===== src/rtl/mps_il_pkg.sv =====
// mps_il_pkg: shared sync byte, frame word indices, flag bit positions, framer state and snapshot type
package mps_il_pkg;
  localparam logic [7:0] SYNC_DEFAULT = 8'hA5;
  localparam logic [2:0] W_HDR = 3'd0;
  localparam logic [2:0] W_XCAL = 3'd1;
  localparam logic [2:0] W_YCAL = 3'd2;
  localparam logic [2:0] W_XERR = 3'd3;
  localparam logic [2:0] W_YERR = 3'd4;
  localparam logic [2:0] W_TRIP = 3'd5;
  localparam logic [2:0] W_CHK = 3'd6;
  localparam int F_X_PRE = 0;
  localparam int F_Y_PRE = 1;
  localparam int F_X_IL = 2;
  localparam int F_Y_IL = 3;
  localparam int F_IL_VALID = 4;
  typedef enum logic {IDLE, SEND} state_t;
  typedef struct packed {
    logic [7:0] flags;
    logic [31:0] x_cal;
    logic [31:0] y_cal;
    logic [31:0] x_err;
    logic [31:0] y_err;
    logic [15:0] trip;
  } snap_t;
endpackage


===== src/rtl/mps_il_snap.sv =====
// mps_il_snap: two-slot snapshot buffer (clk, RESET_N, cap/snap_in capture, done = last word accepted; act = frame being sent, start = a frame begins at this edge, overrun = capture dropped)
module mps_il_snap import mps_il_pkg::*; (
  input logic clk,
  input logic RESET_N,
  input logic cap,
  input snap_t snap_in,
  input logic done,
  output snap_t act,
  output logic start,
  output logic overrun
);
  snap_t pnd;
  logic act_v;
  logic pnd_v;
  always_ff @(posedge clk)
    if (!RESET_N) begin
      act <= '0;
      pnd <= '0;
      act_v <= 1'b0;
      pnd_v <= 1'b0;
    end else if (done) begin
      act <= pnd_v ? pnd : snap_in;
      act_v <= pnd_v | cap;
      pnd <= (pnd_v & cap) ? snap_in : pnd;
      pnd_v <= pnd_v & cap;
    end else if (cap) begin
      if (!act_v) begin
        act <= snap_in;
        act_v <= 1'b1;
      end else if (!pnd_v) begin
        pnd <= snap_in;
        pnd_v <= 1'b1;
      end
    end
  assign start = done ? (pnd_v | cap) : (cap & ~act_v);
  assign overrun = ~done & cap & act_v & pnd_v;
endmodule


===== src/rtl/mps_il_frame_tx.sv =====
// mps_il_frame_tx: captures interlock results on datavalid and streams 7-word XOR-checked frames on tx_data/tx_valid/tx_last/tx_ready; also trip_cnt and overrun_cnt
module mps_il_frame_tx import mps_il_pkg::*; #(
  parameter logic [7:0] SYNC_BYTE = SYNC_DEFAULT
) (
  input logic clk,
  input logic RESET_N,
  input logic tx_enable,
  input logic datavalid,
  input logic il_valid,
  input logic x_pre_il,
  input logic y_pre_il,
  input logic x_il,
  input logic y_il,
  input logic [31:0] x_cal_out,
  input logic [31:0] y_cal_out,
  input logic [31:0] x_err,
  input logic [31:0] y_err,
  output logic [31:0] tx_data,
  output logic tx_valid,
  output logic tx_last,
  input logic tx_ready,
  output logic [15:0] trip_cnt,
  output logic [7:0] overrun_cnt
);
  state_t state;
  state_t state_n;
  logic [2:0] idx;
  logic [2:0] idx_n;
  logic [7:0] seq;
  logic [7:0] ovr_q;
  logic [31:0] csum;
  logic il_d;
  logic hs;
  logic done;
  logic start;
  logic overrun;
  snap_t act;
  snap_t snap_in;
  always_comb begin
    snap_in = '0;
    snap_in.flags[F_X_PRE] = x_pre_il;
    snap_in.flags[F_Y_PRE] = y_pre_il;
    snap_in.flags[F_X_IL] = x_il;
    snap_in.flags[F_Y_IL] = y_il;
    snap_in.flags[F_IL_VALID] = il_valid;
    snap_in.x_cal = x_cal_out;
    snap_in.y_cal = y_cal_out;
    snap_in.x_err = x_err;
    snap_in.y_err = y_err;
    snap_in.trip = trip_cnt;
  end
  mps_il_snap u_snap (
    .clk(clk),
    .RESET_N(RESET_N),
    .cap(datavalid & tx_enable),
    .snap_in(snap_in),
    .done(done),
    .act(act),
    .start(start),
    .overrun(overrun)
  );
  assign hs = tx_valid & tx_ready;
  assign done = hs & (idx == W_CHK);
  always_comb begin
    state_n = state;
    idx_n = idx;
    if (state == IDLE) begin
      state_n = start ? SEND : IDLE;
      idx_n = W_HDR;
    end else if (done) begin
      state_n = start ? SEND : IDLE;
      idx_n = W_HDR;
    end else if (hs) begin
      idx_n = idx + 3'd1;
    end
  end
  // overrun is latched at frame start so the header stays stable under backpressure;
  // no drop can coincide with a frame start, so this equals the value seen at word0
  always_ff @(posedge clk)
    if (!RESET_N) begin
      state <= IDLE;
      idx <= W_HDR;
      seq <= '0;
      ovr_q <= '0;
      csum <= '0;
      overrun_cnt <= '0;
      trip_cnt <= '0;
      il_d <= 1'b0;
    end else begin
      state <= state_n;
      idx <= idx_n;
      if (done) seq <= seq + 8'd1;
      if (start) begin
        csum <= '0;
        ovr_q <= overrun_cnt;
      end else if (hs) begin
        csum <= csum ^ tx_data;
      end
      if (overrun && overrun_cnt != 8'hFF) overrun_cnt <= overrun_cnt + 8'd1;
      if ((x_il | y_il) && !il_d && trip_cnt != 16'hFFFF) trip_cnt <= trip_cnt + 16'd1;
      il_d <= x_il | y_il;
    end
  assign tx_valid = state == SEND;
  assign tx_last = tx_valid & (idx == W_CHK);
  always_comb
    tx_data = !tx_valid ? 32'h0 :
              idx == W_HDR ? {SYNC_BYTE, seq, ovr_q, act.flags} :
              idx == W_XCAL ? act.x_cal :
              idx == W_YCAL ? act.y_cal :
              idx == W_XERR ? act.x_err :
              idx == W_YERR ? act.y_err :
              idx == W_TRIP ? {16'h0000, act.trip} : csum;
endmodule


===== config.mk =====
export PLATFORM = sky130hd
export DESIGN_NAME = mps_il_frame_tx
export DESIGN_NICKNAME = d
export VERILOG_FILES = /design/src/rtl/mps_il_pkg.sv /design/src/rtl/mps_il_snap.sv /design/src/rtl/mps_il_frame_tx.sv
export SDC_FILE = /design/constraint.sdc
export NUM_CORES = 1
export LEC_CHECK = 0
export BUFFER_PORTS_ARGS = -buffer_cell sky130_fd_sc_hd__buf_4
export CAP_MARGIN = 20
export CORE_MARGIN = 2
export CORE_UTILIZATION = 50
export CTS_CLUSTER_SIZE = 28
export DETAILED_ROUTE_END_ITERATION = 7
export PLACE_DENSITY = 0.67
export SLEW_MARGIN = 20
export SYNTH_ARGS = -nofsm -noshare
export SYNTH_HDL_FRONTEND = slang
export SYNTH_HIERARCHICAL = 1
export SYNTH_SLANG_ARGS = --single-unit

===== constraint.sdc =====
create_clock -name clk -period 3.45 [get_ports clk]
set_input_delay 0.1725 -clock clk [delete_from_list [all_inputs] [get_ports clk]]
set_output_delay 0.1725 -clock clk [all_outputs]
set_load 0.02 [all_outputs]

==> impl_metrics.ini <==
[yosys]
yosys.area.top_type = dfxtp_1
synthAdderAreaFrac = 0.00454
synth_top_family_by_area = compound AO/OA/AOI/OAI gates
synth_edf_count = 0
syn_area_sq_um = 22100
ys_warn_count = 6
yosysTopAreaCellShare = 0.347
synth-async-reset-ratio = 0
yosysSeqAreaShare = 0.347
yosys-top-cells-area = dfxtp_1 (35%), o21ai_0 (7.2%), nand2_1 (6.7%)
syn_inst = 2869
ys_ff_latch = 383
synthSimpleGateAreaFrac = 0.248
synth_compound_area_frac = 0.312
yosys_most_used_dff = dfxtp_1
synth_area_per_cell_sq_um = 7.69
synthMuxAreaShare = 0.00680
synth_xor_area_frac = 0.0119
yosys.cell_types.count = 70

[setup_path]
worst-path-max-fanout = 15
end_kind = output pin
start_kind = flip-flop
worst_ep_arrival_time_ps = 3160
worstSetupPathType = reg2out
cp.required_ps = 3280

[clock_tree]
clkTransAtPathRegs_ps = 60
clk_path_buf_depth = 3
cts-root-buf = clkbuf_16
cts_tree = yes
cts_inserted_buffers = 44
clock_latency_ps = 590
cts_sinks = 383
htree_num_levels = 2
postCtsSetupRepairBufs = 0

[placed_design]
gp_congestion = 0.920
place_ws_ps = 574
port_buffers = 195
postPlaceCellArea_sq_um = 23400
dp.cells = 3375
hpwl_mm = 47.4

[sta]
setup_tns_ps = 0
slew_viol_final = 0
hold_viol = 0
tightest_slew_ps = 1030
max_freq_mhz = 300
relSlewSlack = 0.312
rsz0062_at_grt = false
finClkSkew_ps = 23.5
setup_ws_ps = 120
final-setup-viol-count = 0
fin_crit_sh = 0.965
fin_crit_ps = 3330

[routing]
wirelength_mm = 80.2
drtIter0Drc = 3070
drc = 0
wl_per_cell_um = 22.3
first_pass_iters = 6
ant_nets = 0
num_vias = 23454
via_per_inst = 6.53

[power]
switching_share = 0.265
power_leakage_nw = 9.45
p_seq_frac = 0.439
power.density_nw_per_um2 = 418
switchingPower_mw = 2.90
comb_power_share = 0.112
peakVddDrop_v = 0.000343
power_frac_clock = 0.449
p_int_mw = 8.06

[floorplan]
ios = 196
coreArea_sq_um = 43400
rows = 76
die_y_um = 214
die_area_sq_um = 45800
die_w_um = 214
start_util = 0.509

[hold_path]
hold_path.class = in2reg

[global_route]
overflow = 0
grt_pass1_vias = 21242
grtUsageTotal = 0.333
antenna_found_initial = 0
grt_pass1_wl_mm = 124
grt_max_degree = 233

[cells_and_area]
layout-drive-gt1-share = 0.131
ff_latch_area_sq_um = 7670
diodes = 0
multi_input_area_sq_um = 13000
design_area_sq_um = 26200
fillers = 3868
synthToLayoutAreaGrowth_pct = 18.9
fin_nets = 3117
fin_cells = 3592

[job]
maxCapViolations = 0

[outcome]
status = finished clean
power by group through the flow:
stage | Combinational (mW) | Sequential [mW] | Clock [mW]
after floorplan | 0.717 | 4.79 | 0
after global placement | 1.05 | 4.90 | 0
after detailed placement | 1.08 | 4.90 | 0
after CTS | 1.21 | 4.81 | 4.97
after global routing | 1.33 | 4.82 | 5.12
final | 1.23 | 4.82 | 4.93
through the flow:
step	utilization	total power, mW	hold WS, ps
4_1_cts	0.605	11.0	140
3_5_place_dp	0.539	5.98	449
5_1_grt	0.605	11.3	159
3_3_place_gp	0.539	5.95	439
2_1_floorplan	-	5.51	288
6_report	0.605	11.0	154
final timing paths:
check | from | end | slack, ps | depth (start not counted)
worst min register to register | csum[28] | csum[28] | 480 | 2
worst min-delay path | tx_enable | u_snap/act_v | 150 | 3
worst max-delay path | idx[0] | tx_data[0] | 120 | 8
worst max register to register | idx[0] | csum[20] | 490 | 11
flip-flops by register name, indices dropped and copies added, names as in the netlist:
| register | cells |
|---|---|
| ovr_q | 8 |
| il_d | 1 |
| overrun_cnt | 8 |
| u_snap/act_v | 1 |
| idx | 3 |
| csum | 32 |
| u_snap/pnd_v | 1 |
| seq | 8 |
| trip_cnt | 16 |
| u_snap/act | 152 |
| u_snap/pnd | 152 |
| tx_valid | 1 |
final cells by class:
cell class              count  area share
inverters                  24     0.00386
repair buffers            363       0.124
clock buffers              68      0.0504
well taps                 585      0.0279
multi-input cells        2155       0.495
clock inverters            14     0.00686
flip-flops and latches    383       0.292
timing repair:
item                       CTS  global route
hold buffers               135             0
hold endpoints to repair   269             0
setup endpoints to repair    1             4
gates resized for setup      1             4
logic make-up (layout without fill, tap and decap cells):
group                      count (synthesis)  in the layout
buffers and inverters                    339            469
muxes                                     15             15
adders and majority gates                  8              8
other                                      1              9
DFF                                      383            383
xor gates and xnor gates                  30             30
and+or+nand+nor                         1141           1141
AOI/OAI and AO/OA                        952            952
cell usage in the layout (no fill, tap or decap), types with 15 or more instances in the layout:
cell,synthesis,layout
a221o_1,16,16
a22oi_1,20,20
nand3_1,20,20
and3_1,26,26
o21ai_0,318,318
a2111oi_0,65,65
dlygate4sd3_1,0,135
o22ai_1,17,17
o21a_1,17,17
nand2_1,396,395
a31oi_1,169,169
nor3_1,185,184
nor2_1,276,276
a2111oi_2,74,74
o31ai_1,152,152
dfxtp_1,383,381
o2111ai_1,15,15
xnor2_1,18,18
mux2i_1,15,15
clkbuf_16,0,45
nand3b_1,175,175
buf_4,11,213
a41o_1,16,16
inv_1,22,21
worst max-delay path, cell delays in order (launching register included):
cell       delay, ps
dfxtp_1          400
inv_1             90
ha_1             220
buf_4            200
o21bai_2         620
o2111ai_1        290
a221o_1          360
and3_1           230
buf_4            170
synth_stat cells, types with 6 or more instances:
cell       instances
o211ai_1          14
nand3_1           20
nor3_1           185
nor2_1           276
nor2b_1           12
o21ai_0          318
a32oi_1            8
a31oi_1          169
buf_1             23
nand2b_1           6
mux2i_1           15
and3_1            26
dfxtp_1          383
o22ai_1           17
buf_2            100
xnor2_1           18
clkbuf_1         170
nand3b_1         175
a221o_1           16
buf_6              9
a41o_1            16
a211o_1            8
a21oi_1           14
buf_4             11
o31ai_1          152
nand2_1          396
ha_1               8
a22oi_1           20
or4_1              8
nor3b_1            6
xor2_1            12
o21a_1            17
a2111oi_1         13
o2111ai_1         15
inv_1             22
a2111oi_0         65
a2111oi_2         74
routing by layer:
metal,global-route usage,vias to the layer above,share of wire
met5,0,-,0
met4,0.138,0,0.041
met3,0.0468,156,0.075
met2,0.523,1036,0.46
met1,0.459,11399,0.42
li1,-,10863,-
Note: power is estimated with default switching activity, not from simulation.
